### config.mk
export PLATFORM = sky130hd
export DESIGN_NAME = pipe_reg_elastic
export DESIGN_NICKNAME = d
export VERILOG_FILES = /design/src/rtl/pipe_reg_elastic.sv
export SDC_FILE = /design/constraint.sdc
export NUM_CORES = 1
export LEC_CHECK = 0
export BUFFER_PORTS_ARGS = -buffer_cell sky130_fd_sc_hd__buf_2
export CAP_MARGIN = 20
export CORE_ASPECT_RATIO = 1.1
export CORE_MARGIN = 4
export CORE_UTILIZATION = 40
export CTS_CLUSTER_DIAMETER = 50
export DETAILED_ROUTE_END_ITERATION = 8
export GPL_ROUTABILITY_DRIVEN = 0
export PLACE_DENSITY_LB_ADDON = 0.05
export SKIP_CTS_REPAIR_TIMING = 1
export SYNTH_ARGS = -nofsm -noshare
export SYNTH_HDL_FRONTEND = slang
export SYNTH_SLANG_ARGS = --single-unit
### constraint.sdc
create_clock -name Clk -period 1.8 [get_ports Clk]
set_input_delay 0.54 -clock Clk [delete_from_list [all_inputs] [get_ports Clk]]
set_output_delay 0.54 -clock Clk [all_outputs]
set_load 0.05 [all_outputs]
### src/rtl/pipe_reg_elastic.sv
// Elastic pipeline stage register: valid/ready handshake with a 2-entry skid
// buffer, registered InReady and a synchronous flush that drops in-flight data.
module pipe_reg_elastic #(
   parameter int unsigned      WIDTH          = 32,
   parameter logic [WIDTH-1:0] RESET_VALUE    = '0,
   parameter bit               CLEAR_ON_FLUSH = 1'b1
) (
   input  logic             Clk,
   input  logic             Reset_n,
   input  logic             Flush,
   input  logic [WIDTH-1:0] In,
   input  logic             InValid,
   output logic             InReady,
   output logic [WIDTH-1:0] Out,
   output logic             OutValid,
   input  logic             OutReady,
   output logic [1:0]       Count
);

   // Encoding doubles as the occupancy count.
   typedef enum logic [1:0] {
      StEmpty = 2'd0,
      StBusy  = 2'd1,
      StFull  = 2'd2
   } state_e;

   state_e           state_q, state_d;
   logic [WIDTH-1:0] main_q, main_d;
   logic [WIDTH-1:0] skid_q, skid_d;
   logic             in_ready_q, in_ready_d;
   logic             in_fire, out_fire;

   assign in_fire  = InValid & in_ready_q;
   assign out_fire = (state_q != StEmpty) & OutReady;

   always_comb begin
      state_d = state_q;
      main_d  = main_q;
      skid_d  = skid_q;
      if (Flush) begin
         state_d = StEmpty;
         if (CLEAR_ON_FLUSH) begin
            main_d = RESET_VALUE;
            skid_d = RESET_VALUE;
         end
      end else begin
         unique case (state_q)
            StEmpty: begin
               if (in_fire) begin
                  main_d  = In;
                  state_d = StBusy;
               end
            end
            StBusy: begin
               if (in_fire && out_fire) begin
                  main_d = In;
               end else if (in_fire) begin
                  skid_d  = In;
                  state_d = StFull;
               end else if (out_fire) begin
                  state_d = StEmpty;
               end
            end
            StFull: begin
               // InReady is low here, so only the drain path is possible.
               if (out_fire) begin
                  main_d  = skid_q;
                  state_d = StBusy;
               end
            end
            default: state_d = StEmpty;
         endcase
      end
      in_ready_d = (state_d != StFull);
   end

   always_ff @(posedge Clk or negedge Reset_n) begin
      if (!Reset_n) begin
         state_q    <= StEmpty;
         main_q     <= RESET_VALUE;
         skid_q     <= RESET_VALUE;
         in_ready_q <= 1'b0;
      end else begin
         state_q    <= state_d;
         main_q     <= main_d;
         skid_q     <= skid_d;
         in_ready_q <= in_ready_d;
      end
   end

   assign InReady  = in_ready_q;
   assign Out      = main_q;
   assign OutValid = (state_q != StEmpty);
   assign Count    = state_q;

endmodule

Word level (Yosys, flattened, before mapping)
Index checks and enable logic that the tools add are counted.

storage, ports and cells
  register bits = 67
  bits in latches = 0
  bits in writable memories = 0
  bits in read-only memories = 0
  output and inout bits = 36
  word-level logic and storage cells = 36
  memories kept = 0

operators by class
  $add $sub $neg = 0
  multipliers = 0
  divide/modulo/power cells = 0
  order comparisons = 0
  equality and inequality tests = 7
  shift-type cells = 0
  multiplexer cells = 15
  bitwise operators = 2
  reductions and logical operators = 8

operators by type and width
  operator              count
  $mux W32              7
  $pmux W32 S3          1
  $mux W2               6
  $ne A3 B3 Y1 const B  3
  $pmux W2 S3           1
  $reduce_bool A2 Y1    3
  $ne A2 B2 Y1 const B  2
  $reduce_and A4 Y1     1
  $reduce_bool A4 Y1    1
  $reduce_and A3 Y1     1
  $and A1 B1 Y1         2
  $eq A2 B1 Y1 const B  1
  $eq A2 B2 Y1 const B  1
  $logic_not A2 Y1      1
  $logic_and A1 B1 Y1   1

Logic depth before layout (Yosys ltp)
  depth after elaboration = 8
  depth in mapped cells = 5
  gate-level depth less buffers = 4

Worst setup path before layout
OpenSTA, ideal clock, no wires.

  path kind = register -> register
  start point = register state_q[1] (netlist: Count[1])
  end point = register main_q[18] (netlist: Out[18])
  arrival time = 1,977 ps
  required time = 1,704 ps
  path slack = -273 ps
  stages on the path, launching flop included = 6
  buffers on the path = 1
  cells stage by stage = dfrtp_1 > and4bb_4 > a2111oi_4 > buf_6 > nand2_1 > o31ai_1

on the way
  cells in the longest elaborated chain, start to end = 5
  elaborated cells on any way between the ends = 13
  those cells by class = 5 x eq/ne; 2 x mux; 1 x bitwise; 5 x reduce/logical

ends and longest elaborated chain
  item                                RTL line  source
  start: declaration                  27        state_e state_q, state_d;
  start signal: assignment            79        state_q <= StEmpty;
  start signal: assignment            84        state_q <= state_d;
  $reduce_bool A2 Y1                  34        assign out_fire = (state_q != StEmpty) & OutReady;
  $and A1 B1 Y1                       34
  $logic_and A1 B1 Y1                 55        if (in_fire && out_fire) begin
  $ne A3 B3 Y1 (no source line)       -
  $reduce_and A4 Y1 (no source line)  -
  end signal: assignment              85        main_q <= main_d;
  end: declaration                    28        logic [WIDTH-1:0] main_q, main_d;

Several ways; a longest one is shown, not always the timed one.
A chain may end at the register's enable or synchronous reset.

Worst setup path in the final report
  start point = register state_q[1] (netlist: Count[1])
  end point = output port OutValid

on the way
  cells in the longest elaborated chain, start to end = 1

ends and longest elaborated chain
  item                RTL line  source
  $reduce_bool A2 Y1  93        assign OutValid = (state_q != StEmpty);
  end: declaration    15        output logic OutValid,

Every way passes these cells.

==> impl_results.md <==
* Syn_nets at 271
* Final WL at 7.02 mm
* Tcrit/Tclk final at 97.6%
* Fmax at 569 MHz
* Worst path slowest cell: dfrtp_2
* Worst Hold Class: in -> async
* Clock period minus worst slack at 1.76 ns
* CTS H-tree lvls at 3
* Die area at 0.00872 mm^2
* Cell area after placement at 0.00341 mm^2
* Largest area contributor in the netlist: dfrtp_1
* Max FO, Critical Path at 7
* Row count at 32
* CTS tree: yes
* Ports at 73
* Final Cell Area at 0.00366 mm^2
* Count leader, synth: dfrtp_1
* Actual slew at the worst max-slew pin at 0.561 ns
* Nets at 349
* Antenna Nets Post-Route at 0
* CTS max path bufs at 2
* Pins Over Slew Limit at 0
* First-pass GRT wire length at 11.1 mm
* Largest net degree at the start of global routing at 49
* Sink Count at 67
* Final Core Density at 51.9%
* Die extent in x at 89.4 um
* Synth cell types at 22
* Crit path DAT at 1.22 ns
* Final hold vios at 0
* Setup crit end kind: primary output
* #FFs+latches synth at 67
* Worst skew pair latency at 0.33 ns
* Post-Synthesis Cell Area at 0.00291 mm^2
* Ordered list of cells on the worst path: or2_2 -> buf_6
* Grt total ovfl at 0
* Routed via count at 2123
* Fraction of the yosys area taken by sequential cells at 57.5%
* # DRC at 0
* Core area at 0.00705 mm^2
* Ys flop type: dfrtp_1
* Share of cells above drive strength 1 at 36.0%
* Hpwl dp at 4.21 mm
* Outcome: complete, no violations
* Leak pwr at 1.91 nW
* First drt pass iteration count at 4
* Cells after DPL at 383
* Initial Util at 41.4%
* Avg WL per Cell at 17.5 um
* Pwr Density at 1000 mW/mm^2
* Max-slew headroom at 62.5%
* R2R Path End: skid_q[26]
* Setup TNS at 0 ns
* Initial antenna violation count at 0
* Chip height at 97.5 um
* Post-route insts no fill at 402
* Root buffer cell: clkbuf_8
* Reg2Reg Depth at 6
* Worst r2r src: Count[0]
* R2R setup slack at 0.16 ns
* Clock buffer count from CTS at 9
* Antenna Cells at 0
* Drt via density at 5.28
* Clk pin slew, worst setup/hold paths at 0.07 ns
* Critical Path RT at 1.26 ns
* Share of the synthesized area in the top cell type at 57.5%
* Most frequent cells after synthesis: dfrtp_1, nand2_1, mux2i_1
* GRT Total Usage at 16.2%
* Vias in the first global route at 2203
* Max Cap Viol at 0
* Area growth syn-to-layout at 25.6%
* Max VDD drop at 0.000598 V
* YS warnings at 0
* DRT iter0 DRCs at 118
* Port-buffer cells at 72
* Clk_skew at 0.00743 ns
* Setup CP Type: reg -> out
* Endpoints failing setup at 0
* Tot Pwr at 3.67 mW
* Ys async rst share at 100%
* Syn avg cell area at 12.5 um^2
* Most area-consuming cells after synthesis: dfrtp_1, mux2i_1, a22o_1, o31ai_1, nand2_1
* Slowest Stage Delay on Critical Path at 0.44 ns
* Post-synth EDFFs at 0
* Critical path launch point type: flip-flop
* Syn Inst Count at 234
## report_power, final
group | total (mW) | leakage (nW) | switching (mW) | internal, mW
clock network | 1.32 | 0.110 | 0.553 | 0.771
logic | 0.702 | 0.913 | 0.498 | 0.204
registers | 1.64 | 0.891 | 0.0467 | 1.59
## metrics by stage
stage / setup slack [ns] / hold slack (ns)
after floorplan: -0.0823 / 0.244
after global placement: -0.180 / 0.454
after detailed placement: -0.214 / 0.461
after CTS: -0.0546 / 0.136
after global routing: -0.00206 / 0.163
final: 0.0436 / 0.140
## critical path: cells and delay by family (launching register included)
family,cells,cell delay [ns]
buf+inv,1,0.16
flops,1,0.44
simple gates,1,0.29
## cell type report
type / count / area [um^2]
clock buffer: 10 / 128
sequential: 67 / 1680
multi-input combinational: 146 / 1140
inverter: 1 / 3.75
tap: 85 / 106
clock inverter: 6 / 80.1
timing repair buffer: 87 / 519
fill: 652 / 3390
## per-layer routing
layer,global-route usage [%],vias to the layer above,wire [um]
li1,-,1024,-
met1,22.3,1049,3450
met5,0,-,0
met3,3.31,2,341
met4,6.41,0,33
met2,24.7,48,3190
## placed cells by master, fill, tap and decap left out
master and n:
inv_1 1, and3b_1 1, nand2b_2 1, and3b_2 1, a211o_1 1, buf_4 13
a2111oi_4 1, buf_12 3, buf_6 1, dfrtp_1 64, nand2_1 34, clkbuf_1 1
o22a_1 1, clkbuf_8 9, nor2_1 1, and4bb_4 1, buf_2 70, or2_2 1
a21oi_1 1, a22o_1 32, a21oi_4 2, nor2b_2 2, and4b_1 1, dfrtp_2 3
clkinv_2 4, mux2i_1 33, o31ai_1 32, bufinv_16 2
## worst max-delay path by stage
stage	startpoint	cells after the start	slack, ns	endpoint
2_1_floorplan	Count[1]	5	-0.08	Out[18]
3_3_place_gp	InValid	4	-0.18	skid_q[22]
3_5_place_dp	InValid	4	-0.21	skid_q[25]
4_1_cts	Count[0]	2	-0.05	OutValid
5_1_grt	Count[1]	2	-0.002	OutValid
6_report	Count[1]	2	0.04	OutValid
## cells by family after synthesis
family	count (synthesis)	synth area share, %
AO/OA/AOI/OAI	69	19.8
flip-flops	67	57.5
AND/OR/NAND/NOR	43	6.91
multiplexers	33	11.3
buffers and inverters	22	4.46
## sequential cells by signal, indices dropped and copies added, names as in the netlist
signal,flops
InReady,1
Out,32
skid_q,32
Count,2
(Power assumes the default switching activity.)
